$ cat config.mk
export PLATFORM = sky130hd
export DESIGN_NAME = pe_sys_mac_pipe
export DESIGN_NICKNAME = d
export VERILOG_FILES = /design/src/rtl/pe_sys_mac_pipe.sv
export SDC_FILE = /design/constraint.sdc
export NUM_CORES = 1
export LEC_CHECK = 0
export CAP_MARGIN = 20
export CORE_MARGIN = 2
export CORE_UTILIZATION = 40
export DETAILED_ROUTE_END_ITERATION = 6
export SLEW_MARGIN = 10
export SYNTH_ARGS = -nofsm -noshare
export SYNTH_HDL_FRONTEND = slang
export SYNTH_SLANG_ARGS = --single-unit
export TNS_END_PERCENT = 20
$ cat constraint.sdc
create_clock -name CLK -period 16.7 [get_ports CLK]
set_clock_uncertainty 0.2 [all_clocks]
set_input_delay 5.01 -clock CLK [delete_from_list [all_inputs] [get_ports CLK]]
set_output_delay 5.01 -clock CLK [all_outputs]
set_load 0.05 [all_outputs]
$ cat src/rtl/pe_sys_mac_pipe.sv
// -----------------------------------------------------------------------------
// pe_sys_mac_pipe
//   Fixed-point processing element for a weight-stationary systolic array.
//   It has a 2-stage datapath with four modes (MAC, L1 distance, squared L2
//   distance, bypass), double-buffered weights and optional accumulate
//   saturation with a sticky flag.
//
//   Token protocol: a token is the bundle {act_in, sum_in, MODE} qualified by
//   act_in_valid. There is no backpressure. The bundle is captured on every
//   rising CLK edge where EN=1. act_out/act_out_valid repeat it one edge later.
//   sum_out/sum_out_valid carry its result two edges later. Invalid tokens
//   still flow through the pipe with valid=0. Their sum_out value is
//   meaningless and they never touch sat_flag. While EN=0 nothing is
//   captured and every register holds.
//
// Ports
//   CLK, RESET        clock; synchronous active-high reset (wins over all)
//   EN                1: advance, 0: stall (W_EN/W_SWAP/CLR_SAT ignored)
//   MODE              00 MAC, 01 L1, 10 L2, 11 BYPASS (per token)
//   act_in_valid      token valid
//   act_in            signed activation from the left neighbour
//   sum_in            signed partial sum from the PE above
//   act_out_valid     act_in_valid delayed one cycle
//   act_out           act_in delayed one cycle (to right neighbour)
//   sum_out_valid     valid for sum_out (two-cycle latency)
//   sum_out           partial sum to the PE below
//   W_EN, weight_in   load weight_in into the shadow bank
//   W_SWAP            copy the shadow bank into the active bank
//   weight_out        shadow bank (column shift chain, one cycle per PE)
//   CLR_SAT           clear sat_flag (a same-edge saturation wins)
//   sat_flag          sticky saturation indicator
// -----------------------------------------------------------------------------
module pe_sys_mac_pipe #(
  parameter int DATA_W   = 8,
  parameter int ACC_W    = 24,
  parameter bit SATURATE = 1'b1
) (
  input  logic              CLK,
  input  logic              RESET,
  input  logic              EN,
  input  logic [1:0]        MODE,
  input  logic              act_in_valid,
  input  logic [DATA_W-1:0] act_in,
  input  logic [ACC_W-1:0]  sum_in,
  output logic              act_out_valid,
  output logic [DATA_W-1:0] act_out,
  output logic              sum_out_valid,
  output logic [ACC_W-1:0]  sum_out,
  input  logic              W_EN,
  input  logic              W_SWAP,
  input  logic [DATA_W-1:0] weight_in,
  output logic [DATA_W-1:0] weight_out,
  input  logic              CLR_SAT,
  output logic              sat_flag
);

  localparam logic [1:0] MODE_MAC = 2'b00;
  localparam logic [1:0] MODE_L1  = 2'b01;
  localparam logic [1:0] MODE_L2  = 2'b10;

  localparam logic [ACC_W-1:0] ACC_MAX = {1'b0, {(ACC_W-1){1'b1}}};
  localparam logic [ACC_W-1:0] ACC_MIN = {1'b1, {(ACC_W-1){1'b0}}};

  // Weight banks
  logic [DATA_W-1:0] shadow_q, shadow_d;
  logic [DATA_W-1:0] active_q, active_d;

  // Stage 1 registers: token tag, forwarded sum and computed term
  logic                     s1_valid_q;
  logic [ACC_W-1:0]         s1_sum_q;
  logic signed [ACC_W:0]    s1_term_q, term_d;

  // Activation forwarding
  logic                     act_valid_q;
  logic [DATA_W-1:0]        act_q;

  // Stage 2 registers
  logic                     sum_valid_q;
  logic [ACC_W-1:0]         sum_q, sum_d;
  logic                     sat_q, sat_d;

  // ---------------------------------------------------------------------------
  // Stage 1 term generation. The operands are widened before any arithmetic,
  // so no intermediate result can overflow.
  // ---------------------------------------------------------------------------
  logic signed [2*DATA_W-1:0] act_x, w_x, prod_s;
  logic signed [DATA_W:0]     act_d1, w_d1, diff_s;
  logic [DATA_W:0]            abs_u;
  logic [2*DATA_W+1:0]        abs_x, sq_u;

  assign act_x  = (2*DATA_W)'($signed(act_in));
  assign w_x    = (2*DATA_W)'($signed(active_q));
  assign prod_s = act_x * w_x;

  assign act_d1 = (DATA_W+1)'($signed(act_in));
  assign w_d1   = (DATA_W+1)'($signed(active_q));
  assign diff_s = act_d1 - w_d1;
  // The magnitude is unsigned on DATA_W+1 bits, so |-2^DATA_W| is representable.
  assign abs_u  = diff_s[DATA_W] ? -diff_s : diff_s;
  assign abs_x  = (2*DATA_W+2)'(abs_u);
  assign sq_u   = abs_x * abs_x;

  always_comb begin
    term_d = '0;
    case (MODE)
      MODE_MAC: term_d = (ACC_W+1)'(prod_s);
      MODE_L1:  term_d = (ACC_W+1)'(abs_u);
      MODE_L2:  term_d = (ACC_W+1)'(sq_u);
      default:  term_d = '0;
    endcase
  end

  // ---------------------------------------------------------------------------
  // Stage 2 accumulate. The add is done on ACC_W+1 bits. The result overflows
  // the ACC_W signed range exactly when its top two bits differ.
  // ---------------------------------------------------------------------------
  logic signed [ACC_W:0] s1_sum_x, sum_ext;
  logic                  ovf;

  assign s1_sum_x = (ACC_W+1)'($signed(s1_sum_q));
  assign sum_ext  = s1_sum_x + s1_term_q;
  assign ovf      = sum_ext[ACC_W] ^ sum_ext[ACC_W-1];

  always_comb begin
    sum_d = sum_ext[ACC_W-1:0];
    if (SATURATE && ovf) begin
      sum_d = sum_ext[ACC_W] ? ACC_MIN : ACC_MAX;
    end
  end

  // Set has priority over clear on the same edge.
  assign sat_d = (sat_q & ~CLR_SAT) | (SATURATE & ovf & s1_valid_q);

  // Swap copies the pre-load shadow value when W_EN and W_SWAP share an edge.
  assign active_d = W_SWAP ? shadow_q : active_q;
  assign shadow_d = W_EN ? weight_in : shadow_q;

  // ---------------------------------------------------------------------------
  // State
  // ---------------------------------------------------------------------------
  always_ff @(posedge CLK) begin
    if (RESET) begin
      shadow_q    <= '0;
      active_q    <= '0;
      s1_valid_q  <= 1'b0;
      s1_sum_q    <= '0;
      s1_term_q   <= '0;
      act_valid_q <= 1'b0;
      act_q       <= '0;
      sum_valid_q <= 1'b0;
      sum_q       <= '0;
      sat_q       <= 1'b0;
    end else if (EN) begin
      shadow_q    <= shadow_d;
      active_q    <= active_d;
      s1_valid_q  <= act_in_valid;
      s1_sum_q    <= sum_in;
      s1_term_q   <= term_d;
      act_valid_q <= act_in_valid;
      act_q       <= act_in;
      sum_valid_q <= s1_valid_q;
      sum_q       <= sum_d;
      sat_q       <= sat_d;
    end
  end

  assign act_out_valid = act_valid_q;
  assign act_out       = act_q;
  assign sum_out_valid = sum_valid_q;
  assign sum_out       = sum_q;
  assign weight_out    = shadow_q;
  assign sat_flag      = sat_q;

endmodule
**Word level (Yosys, flattened, before mapping)**

Index checks and enable logic that the tools add are counted.
Widths: inputs -> output; s select.

- Shifts and indexed selects: 0
- Reduce and logical (&&, ||, !) cells: 3
- Equality and inequality tests: 2
- Bitwise gates (word level): 5
- Multiplexer cells: 4
- $mul: 2
- $lt $le $gt $ge: 0
- Div/mod/pow operators: 0
- $add $sub $neg: 3

Operator list:

| cell | number |
|---|---|
| $pmux 25 s3 | 1 |
| $mux 24 | 2 |
| $add 24x25->25 | 1 |
| $mul 9x9->18 | 1 |
| $mul 8x8->16 | 1 |
| $mux 9 | 1 |
| $neg 9->9 | 1 |
| $sub 8x8->9 | 1 |
| $reduce_and 2->1 | 2 |
| $and 1x1->1 | 2 |
| $eq 2x1->1 const B | 1 |
| $eq 2x2->1 const B | 1 |
| $logic_not 2->1 | 1 |
| $not 1->1 | 1 |
| $or 1x1->1 | 1 |
| $xor 1x1->1 | 1 |

- Output and inout bits: 43
- Bits in read-only memories: 0
- Memories kept: 0
- Bits of input ports: 49
- Bits in registers: 100
- RAM bits: 0
- Bits in latches: 0

**Logic depth before layout (Yosys ltp)**

- Word-level depth: 5
- Depth in mapped cells: 30

**Worst setup path before layout**

Ideal clock, no wire load.

- Kind: input -> register
- Start point: input port act_in[0]
- End point: register s1_term_q[15]
- Stages: 29
- Library setup time: 0.133 ns
- Buffers on the path: 0
- Required time: 16.367 ns
- Arrival: 11.459 ns
- Slack: 4.908 ns
- Cells stage by stage: clkinv_1 ha_1 inv_1 fa_1 a21o_1 a211oi_2 o21bai_1 a311o_1 xor2_1 inv_1 nor2_1 inv_1 fa_1 nor2_1 and4_1 a211oi_1 nand4_1 fa_1 inv_1 fa_1 inv_1 ha_1 or2_2 and4_1 a21o_1 o41ai_1 xnor2_1 a221oi_1 nor3_1

- Cells in the longest elaborated chain, start to end: 5
- Elaborated cells on any way between the ends: 6
- Classes of those cells: add/sub: 2; mul: 2; mux: 2

Ends and longest elaborated chain:

| item | RTL line | text |
|---|---|---|
| start: declaration | 43 | `input logic [DATA_W-1:0] act_in,` |
| $sub 8x8->9 | 97 | `assign diff_s = act_d1 - w_d1;` |
| $neg 9->9 | 99 | `assign abs_u = diff_s[DATA_W] ? -diff_s : diff_s;` |
| $mux 9 | 99 |  |
| $mul 9x9->18 | 101 | `assign sq_u = abs_x * abs_x;` |
| $pmux 25 s3 * | 105 | `case (MODE)` |
| end signal: assignment | 158 | `s1_term_q <= term_d;` |
| end: declaration | 71 | `logic signed [ACC_W:0] s1_term_q, term_d;` |

Mark *: on every way between the ends. The rest lies on a longest branch, timed or not.
A chain may end at the register's enable or synchronous reset.

**Worst setup path in the final report**

Ends and elaborated chain as after synthesis.

==> Flow_metrics.wiki <==
{| class="wikitable"
! Metric !! Value
|-
| Antenna violations before repair || 0
|-
| Quantity of gates resized following cts || 0
|-
| Final worst-path setup slack || 3.867 ns
|-
| DPL Wire Length || 19240 um
|-
| Number of search-and-repair iterations in the first detailed-routing pass || 4
|-
| Total core area || 0.02446 mm^2
|-
| Outcome || complete, no violations
|-
| Via count || 8147
|-
| Dpl ws || 3.554 ns
|-
| Post-detailed-route wirelength per cell || 15.51 um
|-
| Chip width || 162.3 um
|-
| Worst setup SP type || primary input
|-
| Cell count after synthesis || 1179
|-
| Switching power || 673.0 uW
|-
| Number of buffers created by CTS || 9
|-
| Input/output buffers || 91
|-
| Leakage Power || 5.381 nW
|-
| Post CTS Setup Buffer Count || 0
|-
| Yosys top cell area share || 18.78%
|-
| Worst vdd rail ir drop || 0.08481 mV
|-
| Worst skew pair latency || 0.35 ns
|-
| Worst path slowest cell || fa_1
|-
| Total number of nets in the final design || 1489
|-
| Antenna diode count || 0
|-
| Fraction of synthesis flops using an asynchronous set or reset pin || 0%
|-
| Flops & latches, synth || 94
|-
| Per-instance average area after synthesis || 8.497 um^2
|-
| CP Class || primary input to flop
|-
| Final-report hold violation count || 0
|-
| Total of hold buffers inserted after clock tree synthesis || 0
|-
| Setup repair after global routing missed its margin || false
|-
| TritonCTS clock tree || done
|-
| CTS Root Buffer Type || clkbuf_16
|-
| Setup_tns || 0 ns
|-
| Post-synth top area cell || dfxtp_1
|-
| Total design power || 1.461 mW
|-
| Count of routing violations after the opening detailed-route iteration || 368
|-
| Number of slew-limit violations in the final report || 0
|-
| Actual transition at the worst max-transition pin || 0.9340 ns
|-
| DRC || 0
|-
| Most area-consuming cells after synthesis || dfxtp_1 19%, fa_1 18%, ha_1 13%, inv_1 5.7%, mux2i_1 4.5%
|-
| Number of top-level pins || 92
|-
| Largest fanout on the critical path || 9
|-
| Initial standard-cell utilization of the core || 40.95%
|-
| Routed WL || 24410 um
|-
| Classification of the worst-slack hold path || flop to flop
|-
| Synth Cell Area || 0.01002 mm^2
|-
| Combinational share of power || 68.5%
|-
| Via density per instance || 5.176
|-
| Final critical path time including I/O delays and setup || 12.83 ns
|-
| Number of warning messages in the yosys log || 0
|-
| Number of maximum-capacitance violations || 0
|-
| Most used flip-flop cell after synthesis || dfxtp_1
|-
| Number of synthesized flops with an enable pin || 0
|-
| Most repeated library cell on the critical path || inv_1
|-
| DIE AREA || 0.02633 mm^2
|-
| Max Freq || 0.07792 GHz
|-
| Pin count of the biggest net entering global routing || 97
|-
| GRT overflow || 0
|-
| Share of total power in the clock network || 13.7%
|-
| Data arrival at the endpoint of the critical path || 12.83 ns
|-
| Net Sw Frac || 46.06%
|-
| Number of filler instances in the final layout || 2448
|-
| Die height || 162.3 um
|-
| Ratio of cells with drive above 1 in the final layout || 3.600%
|-
| Count of placed standard cells including taps || 1558
|-
| Clock transition at the registers of the reported paths || 0.07 ns
|-
| Setup violators final || 0
|-
| Normalized max-slew margin || 35.95%
|-
| Overall global routing resource usage || 19.09%
|-
| Count of non-filler cells in the finished layout || 1574
|-
| Fraction of the yosys area taken by sequential cells || 18.78%
|-
| Max Buffers Root-to-Sink || 2
|-
| Distinct cells, synth || 68
|-
| Required @ worst endpoint || 16.69 ns
|-
| Antenna Violating Nets Remaining || 0
|-
| TritonCTS sink count || 94
|-
| R2R setup slack || 8.63 ns
|-
| Endpoint kind of the worst setup timing path || flop
|-
| Area growth from synthesis to layout || 14.72%
|-
| Rows || 57
|-
| H-tree Lvls || 3
|-
| Part of the total power dissipated in sequential elements || 17.8%
|-
| First-pass GRT wire length || 40770 um
|-
| Cell-internal power || 788.0 uW
|-
| Number of global-route vias before repair || 8031
|-
| Period utilization || 76.85%
|-
| CP peak stage delay || 0.59 ns
|-
| Global placement routability congestion || 0.8416
|-
| Power per Cell Area || 127.1 mW/mm^2
|}
-- cell usage after synthesis (3+ instances only) --
cell / instances
a2111oi_0: 5
a211o_1: 3
a211oi_1: 9
a21o_1: 14
a21oi_1: 52
a221oi_1: 3
a311oi_1: 7
a31oi_1: 27
and2_1: 29
and3_1: 5
and4_1: 4
buf_1: 5
buf_2: 4
clkbuf_1: 37
dfxtp_1: 94
fa_1: 90
ha_1: 105
inv_1: 151
mux2i_1: 45
nand2_1: 89
nand2b_1: 16
nand3_1: 27
nand3b_1: 3
nand4_1: 3
nor2_1: 111
nor2b_1: 13
nor3_1: 15
o211ai_1: 3
o21a_1: 8
o21ai_0: 29
o21bai_1: 24
o22ai_1: 23
o2bb2ai_1: 4
o31ai_1: 5
o32ai_1: 3
o41ai_1: 4
or2_2: 9
or3_1: 4
xnor2_1: 42
xor2_1: 16
-- critical path: cells and delay by family --
family	cells	cell delay, ns
AO/OA/AOI/OAI	8	2.11
XOR/XNOR	2	0.62
adder cells (fa/ha/maj)	6	2.62
buffers and inverters	7	1.19
AND/OR/NAND/NOR	7	1.28
-- sequential cells by signal (all words and copies together) (netlist names) --
register and flops:
act_out 8, act_out_valid 1, active_q 8, s1_sum_q 24, s1_term_q 19, sat_flag 1
sum_out 24, sum_out_valid 1, weight_out 8
-- kinds of logic (layout without fill, tap and decap cells) --
logic type,Yosys count,count (layout),share of synthesized area (%)
other,1,5,0.03743
AND/OR/NAND/NOR,332,332,15.42
buffers and inverters,201,268,7.581
multiplexers,46,46,4.608
XOR/XNOR,60,60,5.395
adder cells (fa/ha/maj),195,195,31.10
AO/OA/AOI/OAI,250,250,17.07
flip-flops,94,94,18.78
-- power groups by stage --
stage               clock [mW]  combinational [mW]  sequential (mW)
floorplan                    0               0.767            0.290
global placement             0               0.994            0.265
detailed placement           0                1.00            0.266
CTS                      0.207                1.01            0.261
global route             0.215                1.14            0.263
finish                   0.200                1.00            0.261
-- per-layer routing --
metal | global-route usage, % | wire length (um) | share of wire [%]
met1 | 26.21 | 11760 | 48
met2 | 31.95 | 11510 | 47
met3 | 3.115 | 846 | 3.5
met4 | 3.741 | 297 | 1.2
met5 | 0 | 0 | 0
-- through the flow --
stage / hold WS (ns) / util (%) / cell area, um^2
global route: 0.3007 / 46.98 / 11490
detailed placement: 0.2659 / 45.82 / 11210
global placement: 0.2643 / 45.82 / 11210
CTS: 0.2774 / 46.98 / 11490
floorplan: 0.2491 / - / 10030
finish: 0.2765 / 46.98 / 11490
-- cells in the final DEF, fill, tap and decap left out, types with 4 or more instances in the layout --
cell type and count:
xor2_1 16, a211oi_1 9, o21ai_0 29, o21a_1 8, fa_1 90, a2111oi_0 5, conb_1 5, xnor2_1 42
o2bb2ai_1 4, o22ai_1 23, o31ai_1 5, clkbuf_16 9, or3_1 4, o41ai_1 4, buf_4 7, and4_1 4
and3_1 5, mux2i_1 45, nor2b_1 13, nand3_1 27, a21oi_1 52, nand2_1 89, nand2b_1 16, dfxtp_1 94
nor2_1 111, ha_1 105, clkdlybuf4s50_1 89, inv_1 151, a311oi_1 7, and2_1 29, o21bai_1 24, a21o_1 14
nor3_1 15, a31oi_1 27, or2_2 9
-- cell type report --
class                           count  area (um^2)  area share, %
Clock inverter                      5        41.29         0.3592
Multi-Input combinational cell    888         7392          64.32
Timing Repair Buffer               97        948.4          8.252
Tap cell                          324        405.4          3.527
Sequential cell                    94         1882          16.37
Inverter                          155        581.8          5.062
Clock buffer                       11        242.7          2.112
-- worst paths after layout --
path / to / from / cells past startpoint
worst min register to register: weight_out[7]$_SDFFE_PP0P_ / weight_out[7]$_SDFFE_PP0P_ / 2
worst max register to register: s1_term_q[15]$_SDFFE_PP0P_ / active_q[0]$_SDFFE_PP0P_ / 28
worst max-delay path: s1_term_q[15]$_SDFFE_PP0P_ / act_in[0] / 30
worst min-delay path: weight_out[7]$_SDFFE_PP0P_ / weight_out[7]$_SDFFE_PP0P_ / 2
Power figures use the tool's default switching activity.
